<file path="src/rtl/universal_shift_register.sv">
// Universal shift register: logical/rotate/arithmetic shifts, parallel load,
// synchronous clear, clock enable, registered serial output and a shift
// counter that emits a one-cycle frame_done pulse every WIDTH shifts.
module universal_shift_register #(
    parameter int              WIDTH       = 8,
    parameter logic [WIDTH-1:0] RESET_VALUE = {WIDTH{1'b0}},
    parameter int              CNT_W       = $clog2(WIDTH)
) (
    input  logic             clk,
    input  logic             rst,
    input  logic             en,
    input  logic [2:0]       mode,
    input  logic             shift_in,
    input  logic [WIDTH-1:0] par_in,
    output logic [WIDTH-1:0] out,
    output logic             ser_out,
    output logic [CNT_W-1:0] shift_count,
    output logic             frame_done
);

    typedef enum logic [2:0] {
        MODE_HOLD  = 3'b000,
        MODE_SHL   = 3'b001,
        MODE_SHR   = 3'b010,
        MODE_ROL   = 3'b011,
        MODE_ROR   = 3'b100,
        MODE_ASR   = 3'b101,
        MODE_LOAD  = 3'b110,
        MODE_CLEAR = 3'b111
    } mode_t;

    // Count value at which the next shift completes a frame.
    localparam logic [CNT_W-1:0] LAST = CNT_W'(WIDTH - 1);

    mode_t            op;
    logic [WIDTH-1:0] next_out;
    logic             next_ser;
    logic             is_shift;  // op advances the frame counter
    logic             restart;   // op discards the frame in progress

    assign op = mode_t'(mode);

    // Decode the selected operation into next register/serial values.
    always_comb begin
        next_out = out;
        next_ser = ser_out;
        is_shift = 1'b0;
        restart  = 1'b0;
        case (op)
            MODE_HOLD: ;
            MODE_SHL: begin
                next_out = {out[WIDTH-2:0], shift_in};
                next_ser = out[WIDTH-1];
                is_shift = 1'b1;
            end
            MODE_SHR: begin
                next_out = {shift_in, out[WIDTH-1:1]};
                next_ser = out[0];
                is_shift = 1'b1;
            end
            MODE_ROL: begin
                next_out = {out[WIDTH-2:0], out[WIDTH-1]};
                next_ser = out[WIDTH-1];
                is_shift = 1'b1;
            end
            MODE_ROR: begin
                next_out = {out[0], out[WIDTH-1:1]};
                next_ser = out[0];
                is_shift = 1'b1;
            end
            MODE_ASR: begin
                next_out = {out[WIDTH-1], out[WIDTH-1:1]};
                next_ser = out[0];
                is_shift = 1'b1;
            end
            MODE_LOAD: begin
                next_out = par_in;
                next_ser = 1'b0;
                restart  = 1'b1;
            end
            MODE_CLEAR: begin
                next_out = RESET_VALUE;
                next_ser = 1'b0;
                restart  = 1'b1;
            end
            default: ;
        endcase
    end

    // Data register and serial output; both freeze while en is low.
    always_ff @(posedge clk or posedge rst) begin
        if (rst) begin
            out     <= RESET_VALUE;
            ser_out <= 1'b0;
        end else if (en) begin
            out     <= next_out;
            ser_out <= next_ser;
        end
    end

    // Frame counter; frame_done is high only after a wrapping shift edge.
    always_ff @(posedge clk or posedge rst) begin
        if (rst) begin
            shift_count <= '0;
            frame_done  <= 1'b0;
        end else begin
            frame_done <= 1'b0;
            if (en) begin
                if (restart) begin
                    shift_count <= '0;
                end else if (is_shift) begin
                    if (shift_count == LAST) begin
                        shift_count <= '0;
                        frame_done  <= 1'b1;
                    end else begin
                        shift_count <= shift_count + CNT_W'(1);
                    end
                end
            end
        end
    end

endmodule

</file>
<file path="config.mk">
export PLATFORM = sky130hd
export DESIGN_NAME = universal_shift_register
export DESIGN_NICKNAME = d
export VERILOG_FILES = /design/src/rtl/universal_shift_register.sv
export SDC_FILE = /design/constraint.sdc
export NUM_CORES = 1
export LEC_CHECK = 0
export CAP_MARGIN = 5
export CORE_MARGIN = 4
export CORE_UTILIZATION = 48
export CTS_CLUSTER_DIAMETER = 40
export DETAILED_ROUTE_END_ITERATION = 8
export GPL_ROUTABILITY_DRIVEN = 0
export GPL_TIMING_DRIVEN = 0
export PLACE_DENSITY_LB_ADDON = 0.2
export SYNTH_ARGS = -nofsm -noshare
export SYNTH_HDL_FRONTEND = slang
export SYNTH_SLANG_ARGS = --single-unit
</file>
<file path="constraint.sdc">
create_clock -name clk -period 2.03 [get_ports clk]
set_input_delay 0.3045 -clock clk [delete_from_list [all_inputs] [get_ports clk]]
set_output_delay 0.3045 -clock clk [all_outputs]
set_load 0.005 [all_outputs]
</file>
Word level (Yosys, flattened, before mapping)
Cells that the tools add are included.
{"block": "totals", "regBits": 13, "inputBits": 15, "out_inout_bits": 13, "word_cells": 38}
{"block": "classes", "n_addsub": 1, "n_eq_ne": 8, "n_mux": 11, "bitwise": 1, "reduce_logical": 12}
{"operator": "$pmux 8 s7", "n": 1}
{"operator": "$eq 3x3->1 const B", "n": 5}
{"operator": "$mux 3", "n": 3}
{"operator": "$reduce_bool 7->1", "n": 1}
{"operator": "$eq 3x2->1 const B", "n": 2}
{"operator": "$mux 1", "n": 6}
{"operator": "$reduce_and 2->1", "n": 3}
{"operator": "$reduce_bool 6->1", "n": 1}
{"operator": "$reduce_or 5->1", "n": 1}
{"operator": "$reduce_or 2->1", "n": 2}
{"operator": "$add 3x1->3 const B", "n": 1}
{"operator": "$eq 3x1->1 const B", "n": 1}
{"operator": "$pmux 1 s3", "n": 1}
{"operator": "$reduce_and 3->1", "n": 1}
{"operator": "$reduce_bool 3->1", "n": 1}
{"operator": "$reduce_or 3->1", "n": 1}
{"operator": "$reduce_bool 2->1", "n": 1}
{"operator": "$not 1->1", "n": 1}

Depth between registers and ports, before layout
Gate-level depths: netlist of the first run.
{"block": "depth", "word_depth": 6, "ltp_mapped": 6, "depth_no_buf": 4}

Least setup slack after synthesis of the first run
OpenSTA, ideal clock, no wires.
{"block": "synth_path", "path_type": "input port to flip-flop", "from": "input mode[0]", "to": "register out[1]", "setup_time_ps": 134, "t_arrival_ps": 1086, "t_required_ps": 1896, "path_slack_ps": 810, "cell_stages": 5, "n_path_buf": 1, "path_cell_list": "buf_4 nand2b_1 and2_1 a211oi_1 o31ai_1"}
{"block": "synth_between", "elab_chain_cells": 3, "word_cells_on_any_way": 10, "cone_classes": "eq/ne (7); mux (1); reduce/logical (2)"}
{"item": "start, declared", "line_no": "12", "text": "input logic [2:0] mode,"}
{"item": "$eq 3x3->1, or another cell as far along", "line_no": "49", "text": "case (op)"}
{"item": "$reduce_bool 7->1 (no source line)"}
{"item": "$reduce_and 2->1 (no source line)"}
{"item": "end signal, assigned", "line_no": "96", "text": "out <= next_out;"}
{"item": "end, declared", "line_no": "15", "text": "output logic [WIDTH-1:0] out,"}
Parallel ways exist; a longest one is shown, timed or not.
A chain may end at the register's enable or synchronous reset.

Worst setup path in the final report of the first run
{"block": "layout_path", "from": "input mode[2]", "to": "register out[4]"}
The elaborated chain is that of the path after synthesis.

==> results of run 1 <==
[critical path, stage by stage]
cell and delay, ps:
clkdlybuf4s50_1 620, buf_6 200, mux2i_1 200, o22ai_1 100
a211oi_1 280, a21oi_1 70
[logic make-up after synthesis]
kind of cell / Yosys count
buffers and inverters: 12
multiplexers: 7
XOR/XNOR: 1
AO/OA/AOI/OAI: 35
AND/OR/NAND/NOR: 26
flip-flops: 13
adder cells (fa/ha/maj): 2
[per-stage QoR]
step | cells | hold WS [ps] | cell area (um2) | setup slack [ps]
2_1_floorplan | 96 | 181 | 870 | 810
3_3_place_gp | 147 | 483 | 1160 | 164
3_5_place_dp | 147 | 487 | 1160 | 169
4_1_cts | 151 | 363 | 1190 | 403
5_1_grt | 151 | 393 | 1190 | 276
6_report | 151 | 352 | 1190 | 398
[placed cells by master (no fill, tap or decap), types with 3 or more instances in the layout]
| cell type | instances |
|---|---|
| a211oi_1 | 4 |
| o31ai_1 | 5 |
| clkbuf_4 | 3 |
| o21ai_1 | 4 |
| o21ai_0 | 5 |
| nor2_1 | 3 |
| nand2_1 | 13 |
| mux2i_1 | 6 |
| clkdlybuf4s50_1 | 26 |
| a21oi_1 | 8 |
| o22ai_1 | 3 |
| buf_4 | 3 |
| dfrtp_1 | 13 |
| inv_1 | 6 |
[registers in the layout (all words and copies together), names as in the netlist]
register and count:
frame_done 1, out 8, ser_out 1, shift_count 3
[layer usage]
layer | up-vias | global-route usage [%] | part of all wire [%]
met1 | 377 | 24.6 | 48
met2 | 29 | 27.4 | 44
met3 | 2 | 2.97 | 7.3
met4 | 0 | 6.73 | 0.82
li1 | 404 | - | -
met5 | - | 0 | 0
[where the power goes]
group          internal (uW)  switching (uW)
Sequential               311            58.0
Clock                   72.9            85.9
Combinational            187             128
[worst paths after layout]
kind                                                 start                    endpoint  slack, ps
max in group asynchronous                              rst          out[7]$_DFFE_PP0P_       1320
worst max register to register          out[3]$_DFFE_PP0P_          out[4]$_DFFE_PP0P_        860
worst min register to register  shift_count[1]$_DFFE_PP0P_  shift_count[1]$_DFFE_PP0P_        500
worst max-delay path                               mode[2]          out[4]$_DFFE_PP0P_        400
min in group clk                                   mode[0]          out[6]$_DFFE_PP0P_        480
worst min-delay path                                   rst  shift_count[1]$_DFFE_PP0P_        350
[layout make-up]
type                       count  area share [%]
buffer                         6            3.58
timing repair buffer          26            21.9
multi-input combinational     71            40.3
inverter                       6            1.89
tap                           25            2.63
sequential                    13            27.4
clock inverter                 1           0.421
clock buffer                   3            1.89
==> flow_summary.rst, run 1 <==
.. list-table::
   :header-rows: 1

   * - Metric
     - Value
   * - Sum of negative setup slack
     - 0 ps
   * - Setup bufs post-CTS
     - 0
   * - Total die area
     - 2560 um2
   * - Share of synthesized cell area in full adder, half adder and majority cells
     - 2.88%
   * - Final nets
     - 144
   * - Hold buffer count at CTS
     - 0
   * - Post-route DRC violation count
     - 0
   * - Multiplexer share of the synthesized area
     - 8.20%
   * - Clock tree buffer depth
     - 2
   * - Ratio of final minimum period to clock period
     - 80.4%
   * - Crit path required time
     - 2180 ps
   * - Crit Path Class
     - in2reg
   * - CTS clk-pin slew, worst paths
     - 90 ps
   * - Total count of hold-check failures in the final report
     - 0
   * - EDFF count, synth
     - 0
   * - Iter 0 DRT Violations
     - 14
   * - Synth top cells by count
     - dfrtp_1, nand2_1, a21oi_1
   * - Vias
     - 812
   * - Die Span Y
     - 50.6 um
   * - RSZ-0062 raised after global routing
     - false
   * - Pin count of the biggest net entering global routing
     - 14
   * - Result of the run
     - finished, final reports clean
   * - Length of the first detailed-routing pass in iterations
     - 4
   * - Clock root buffer
     - clkbuf_4
   * - Number of top-level design ports
     - 28
   * - Share of Yosys cell area claimed by the top area cell type
     - 37.4%
   * - Dominant combinational cell family by area after synthesis
     - compound AO/OA/AOI/OAI gates
   * - Endpoint kind of the worst setup timing path
     - flop
   * - Number of antenna diodes
     - 0
   * - Number of global-route vias before repair
     - 793
   * - Avg Inst Size Synth
     - 9.06 um2
   * - Fmax
     - 613 MHz
   * - Synth area leader
     - dfrtp_1
   * - Number of buffers created by CTS
     - 3
   * - Number of levels the H-tree was split into
     - 1
   * - CP Max Fanout
     - 10
   * - Worst voltage drop across the vdd grid
     - 0.000460 V
   * - Unique masters post-synth
     - 31
   * - Placeable core region
     - 1730 um2
   * - CTS resizes
     - 0
   * - Top area cells in the synthesized netlist
     - dfrtp_1, mux2i_1, nand2_1
   * - Later-pin clock latency in the skew report
     - 270 ps
   * - Net count of the mapped netlist
     - 113
   * - Overall power after layout
     - 843 uW
   * - Buffers on Ports
     - 26
   * - Fin util
     - 68.8%
   * - Arrival time of the worst setup path
     - 1780 ps
   * - Multi-input gate area in the final layout
     - 479 um2
   * - Number of antenna violations at the first check in global routing
     - 0
   * - First-pass GRT wire length
     - 3.57 mm
   * - Number of cells traversed by the worst register-to-register path
     - 4
   * - TritonCTS sink count
     - 13
   * - Synth async-reset ratio
     - 100%
   * - Setup Skew
     - 10.2 ps
   * - Register bit total from synthesis
     - 13
   * - Yosys warnings
     - 0
   * - Final WL
     - 2.08 mm
   * - Half-perimeter wire length of the detailed placement result
     - 1.52 mm
   * - Xor and xnor area share after synthesis
     - 1.01%
   * - Leftover overflow at the end of global routing
     - 0
   * - Post-detailed-route count of antenna-violating nets
     - 0
   * - Final critical-path required period
     - 1630 ps
   * - Area of all sequential standard cells
     - 325 um2
   * - Number of max-cap violations
     - 0
   * - Count of final setup violators
     - 0
   * - Synth Area in Compound Gates
     - 28.5%
   * - Clock tree from TritonCTS
     - yes
   * - Global router's overall resource usage
     - 17.7%
   * - Cell area after synthesis
     - 870 um2
   * - Pwr Density
     - 709 nW/um2
   * - Die Span X
     - 50.6 um
   * - Fraction of layout instances using a drive strength above 1
     - 12.7%
   * - Relative max-transition margin
     - 65.0%
   * - Main flop type after synthesis
     - dfrtp_1
   * - Via-to-Cell Ratio
     - 5.38
   * - Lkg Pwr
     - 0.000515 uW
   * - Cell row count
     - 15
   * - Slew of the pin with the lowest slew margin
     - 524 ps
   * - Initial standard-cell utilization of the core
     - 50.4%
   * - P&R area growth vs syn
     - 36.7%
   * - Sequential cell area fraction in the yosys report
     - 37.4%
   * - Syn Inst Count
     - 96
   * - Average wire per cell in the routed design
     - 13.7 um
   * - Type of origin of the critical path
     - input port
   * - Simple-gate share of the synthesized area
     - 14.5%
   * - Class of the most critical hold timing path
     - in2async
   * - Slew Limit Fails
     - 0
   * - Filler cell count in the final layout
     - 147
Power figures use the tool's default switching activity.
==> run 2, diff against run 1 <==
--- a/config.mk
+++ b/config.mk
@@ -7,7 +7,7 @@
 export LEC_CHECK = 0
 export CAP_MARGIN = 5
 export CORE_MARGIN = 4
-export CORE_UTILIZATION = 48
+export CORE_UTILIZATION = 40
 export CTS_CLUSTER_DIAMETER = 40
 export DETAILED_ROUTE_END_ITERATION = 8
 export GPL_ROUTABILITY_DRIVEN = 0
==> constraint.sdc (replaced) <==
create_clock -name clk -period 1.3 [get_ports clk]
set_input_delay 0.195 -clock clk [delete_from_list [all_inputs] [get_ports clk]]
set_output_delay 0.195 -clock clk [all_outputs]
set_load 0.005 [all_outputs]
==> run 2 against run 1 <==
Compared with the run above:
- via count rose by 7.8%
- combinational power is 87% higher
- flip-flop and latch count is the same
- clock skew shrank 7.8 ps
- register-to-register slack worse by 790 ps
- clock-buffer cell count increased by 1
- worst hold slack got worse by 110 ps
- wire length up 8.0%
- first-iteration DRC count grew 50%
- die area is 17% higher
- critical endpoint is now shift_count[0]$_DFFE_PP0P_
- largest power group is now combinational logic
==> flow_summary.rst, run 2 (synthesis results as in run 1) <==
.. list-table::
   :header-rows: 1

   * - Metric
     - Value
   * - Result of the run
     - finished, final reports clean
   * - Ratio of final minimum period to clock period
     - 94.4%
   * - Class of the most critical hold timing path
     - in2async
   * - Setup Skew
     - 2.36 ps
   * - Initial standard-cell utilization of the core
     - 43.0%
   * - Flip-flop count of the largest register after layout
     - 8
   * - Filler cell count in the final layout
     - 190
   * - Met3 layer usage reported by global route
     - 4.09%
   * - Lkg Pwr
     - 0.000622 uW
   * - Total count of hold-check failures in the final report
     - 0
   * - First-pass GRT wire length
     - 3.91 mm
   * - Later-pin clock latency in the skew report
     - 270 ps
   * - CTS clk-pin slew, worst paths
     - 90 ps
   * - Hold buffer count at CTS
     - 0
   * - Number of levels the H-tree was split into
     - 1
   * - Critical path endpoint
     - shift_count[0]$_DFFE_PP0P_
   * - Number of antenna violations at the first check in global routing
     - 0
   * - Final WL
     - 2.24 mm
   * - Buffers on Ports
     - 26
   * - Slew Limit Fails
     - 0
   * - Total die area
     - 2980 um2
   * - Die Span Y
     - 54.6 um
   * - Sequential cell fraction of total power
     - 38.6%
   * - Number of cells traversed by the worst register-to-register path
     - 4
   * - Multi-input gate area in the final layout
     - 479 um2
   * - Longest individual stage delay on the worst path
     - 400 ps
   * - Number of buffers created by CTS
     - 3
   * - Crit Path Class
     - reg2reg
   * - Number of top-level design ports
     - 28
   * - Die Span X
     - 54.6 um
   * - Clock tree buffer depth
     - 2
   * - Clock network fraction of design power
     - 18.7%
   * - Type of origin of the critical path
     - flop
   * - Relative max-transition margin
     - 65.6%
   * - Number of global-route vias before repair
     - 896
   * - Vias
     - 875
   * - Placeable core region
     - 2020 um2
   * - Worst R2R Start
     - shift_count[0]$_DFFE_PP0P_
   * - Arrival time of the worst setup path
     - 1410 ps
   * - TritonCTS sink count
     - 13
   * - Worst path cell trace
     - buf_4, ha_1, ha_1, o31ai_1
   * - Number of max-cap violations
     - 0
   * - Endpoint kind of the worst setup timing path
     - flop
   * - CP Max Fanout
     - 3
   * - Top library cells by usage in the layout, fill and taps aside
     - buf_4, dlygate4sd2_1, nand2_1, dfrtp_1, clkdlybuf4s50_1
   * - Post-detailed-route count of antenna-violating nets
     - 0
   * - Share of total power in combinational logic
     - 42.7%
   * - Power Internal
     - 930 uW
   * - Fin util
     - 62.3%
   * - Fmax
     - 815 MHz
   * - Final nets
     - 155
   * - Cell row count
     - 16
   * - Number of antenna diodes
     - 0
   * - Global-route track usage on met1
     - 24.7%
   * - Leftover overflow at the end of global routing
     - 0
   * - RSZ-0062 raised after global routing
     - false
   * - Crit path required time
     - 1480 ps
   * - Average wire per cell in the routed design
     - 13.7 um
   * - P&R area growth vs syn
     - 44.9%
   * - Net switching power figure
     - 451 uW
   * - Count of final setup violators
     - 0
   * - Slew of the pin with the lowest slew margin
     - 515 ps
   * - Iter 0 DRT Violations
     - 21
   * - Area of all sequential standard cells
     - 327 um2
   * - Pwr Density
     - 1100 nW/um2
   * - Pin count of the biggest net entering global routing
     - 14
   * - GR Util met2
     - 27.2%
   * - Clock root buffer
     - clkbuf_4
   * - Fraction of power spent switching nets
     - 32.6%
   * - Worst voltage drop across the vdd grid
     - 0.000631 V
   * - Via-to-Cell Ratio
     - 5.34
   * - Register bank with the most flops
     - out
   * - Worst reg2reg setup slack
     - 70 ps
   * - Post-route DRC violation count
     - 0
   * - Overall power after layout
     - 1380 uW
   * - Endpoint of the worst register-to-register path
     - shift_count[0]$_DFFE_PP0P_
   * - Busiest grt layer
     - met2
   * - Final critical-path required period
     - 1230 ps
   * - Fraction of layout instances using a drive strength above 1
     - 20.4%
   * - Registers with the most flip-flops
     - out: 8 flops, shift_count: 3 flops
   * - CP startpoint
     - shift_count[0]$_DFFE_PP0P_
   * - Half-perimeter wire length of the detailed placement result
     - 1.56 mm
   * - Clock tree from TritonCTS
     - yes
   * - Length of the first detailed-routing pass in iterations
     - 4
   * - Worst path most repeated cell
     - ha_1
   * - Highest-delay cell along the critical path
     - dfrtp_1
   * - Global router's overall resource usage
     - 17.8%
## run 2: cell types whose count changed in the layout (fill, tap and decap cells not counted), sizes merged
cell | before | now
buf | 5 | 16
clkbuf | 4 | 5
clkdlybuf4s50 | 26 | 11
clkinv | 1 | 0
dlygate4sd2 | 0 | 14
dlymetal6s2s | 0 | 1
## run 2: cell type report
| type | instances | area share (%) |
|---|---|---|
| sequential | 13 | 25.9 |
| inverter | 6 | 1.79 |
| clock buffer | 4 | 2.09 |
| multi-input combinational | 71 | 38.0 |
| buffer | 6 | 3.48 |
| tap | 27 | 2.68 |
| timing repair buffer | 37 | 26.0 |
## run 2: worst min-delay path by stage
| stage | start | depth (start not counted) | endpoint | slack (ps) |
|---|---|---|---|---|
| after floorplan | rst | 1 | frame_done$_DFF_PP0_ | 70 |
| after global placement | shift_count[1]$_DFFE_PP0P_ | 2 | shift_count[1]$_DFFE_PP0P_ | 480 |
| after detailed placement | shift_count[1]$_DFFE_PP0P_ | 2 | shift_count[1]$_DFFE_PP0P_ | 490 |
| after CTS | rst | 2 | out[1]$_DFFE_PP0P_ | 270 |
| after global routing | rst | 2 | out[1]$_DFFE_PP0P_ | 290 |
| final | rst | 2 | out[1]$_DFFE_PP0P_ | 240 |
## run 2: layer usage
metal | wire length [um] | part of all wire [%]
met5 | 0 | 0
met4 | 12 | 0.54
met3 | 173 | 7.7
met2 | 974 | 43
met1 | 1080 | 48
## run 2: per-stage QoR
stage	instances	setup slack [ps]	hold WS (ps)	cell area [um2]	TNS, ps
floorplan	96	189	72.0	870	0
global placement	149	-484	483	1160	-5640
detailed placement	149	-470	495	1160	-5600
CTS	164	15.9	266	1260	0
global route	164	11.7	288	1260	0
finish	164	73.1	244	1260	0
## run 2: critical path, delay by kind of cell (launching register included)
family	cells	cell delay [ps]
flops	1	400
fa+ha+maj	2	380
compound gates	1	220
buf+inv	1	150
## run 2: power by group through the flow
| stage | Combinational [uW] | Sequential, uW | Clock, uW |
|---|---|---|---|
| after floorplan | 229 | 575 | 0 |
| after CTS | 589 | 532 | 261 |
| after global placement | 483 | 580 | 0 |
| after detailed placement | 489 | 585 | 0 |
| after global routing | 664 | 544 | 295 |
| final | 589 | 533 | 258 |
## run 2: timing repair
| item | 4_1_cts | 5_1_grt |
|---|---|---|
| pin swaps | 1 | 0 |
| setup buffers | 11 | 0 |
| cloned | 0 | 0 |
| resized for setup | 16 | 1 |
| setup endpoints to repair | 25 | 1 |
| hold endpoints to repair | 0 | 0 |
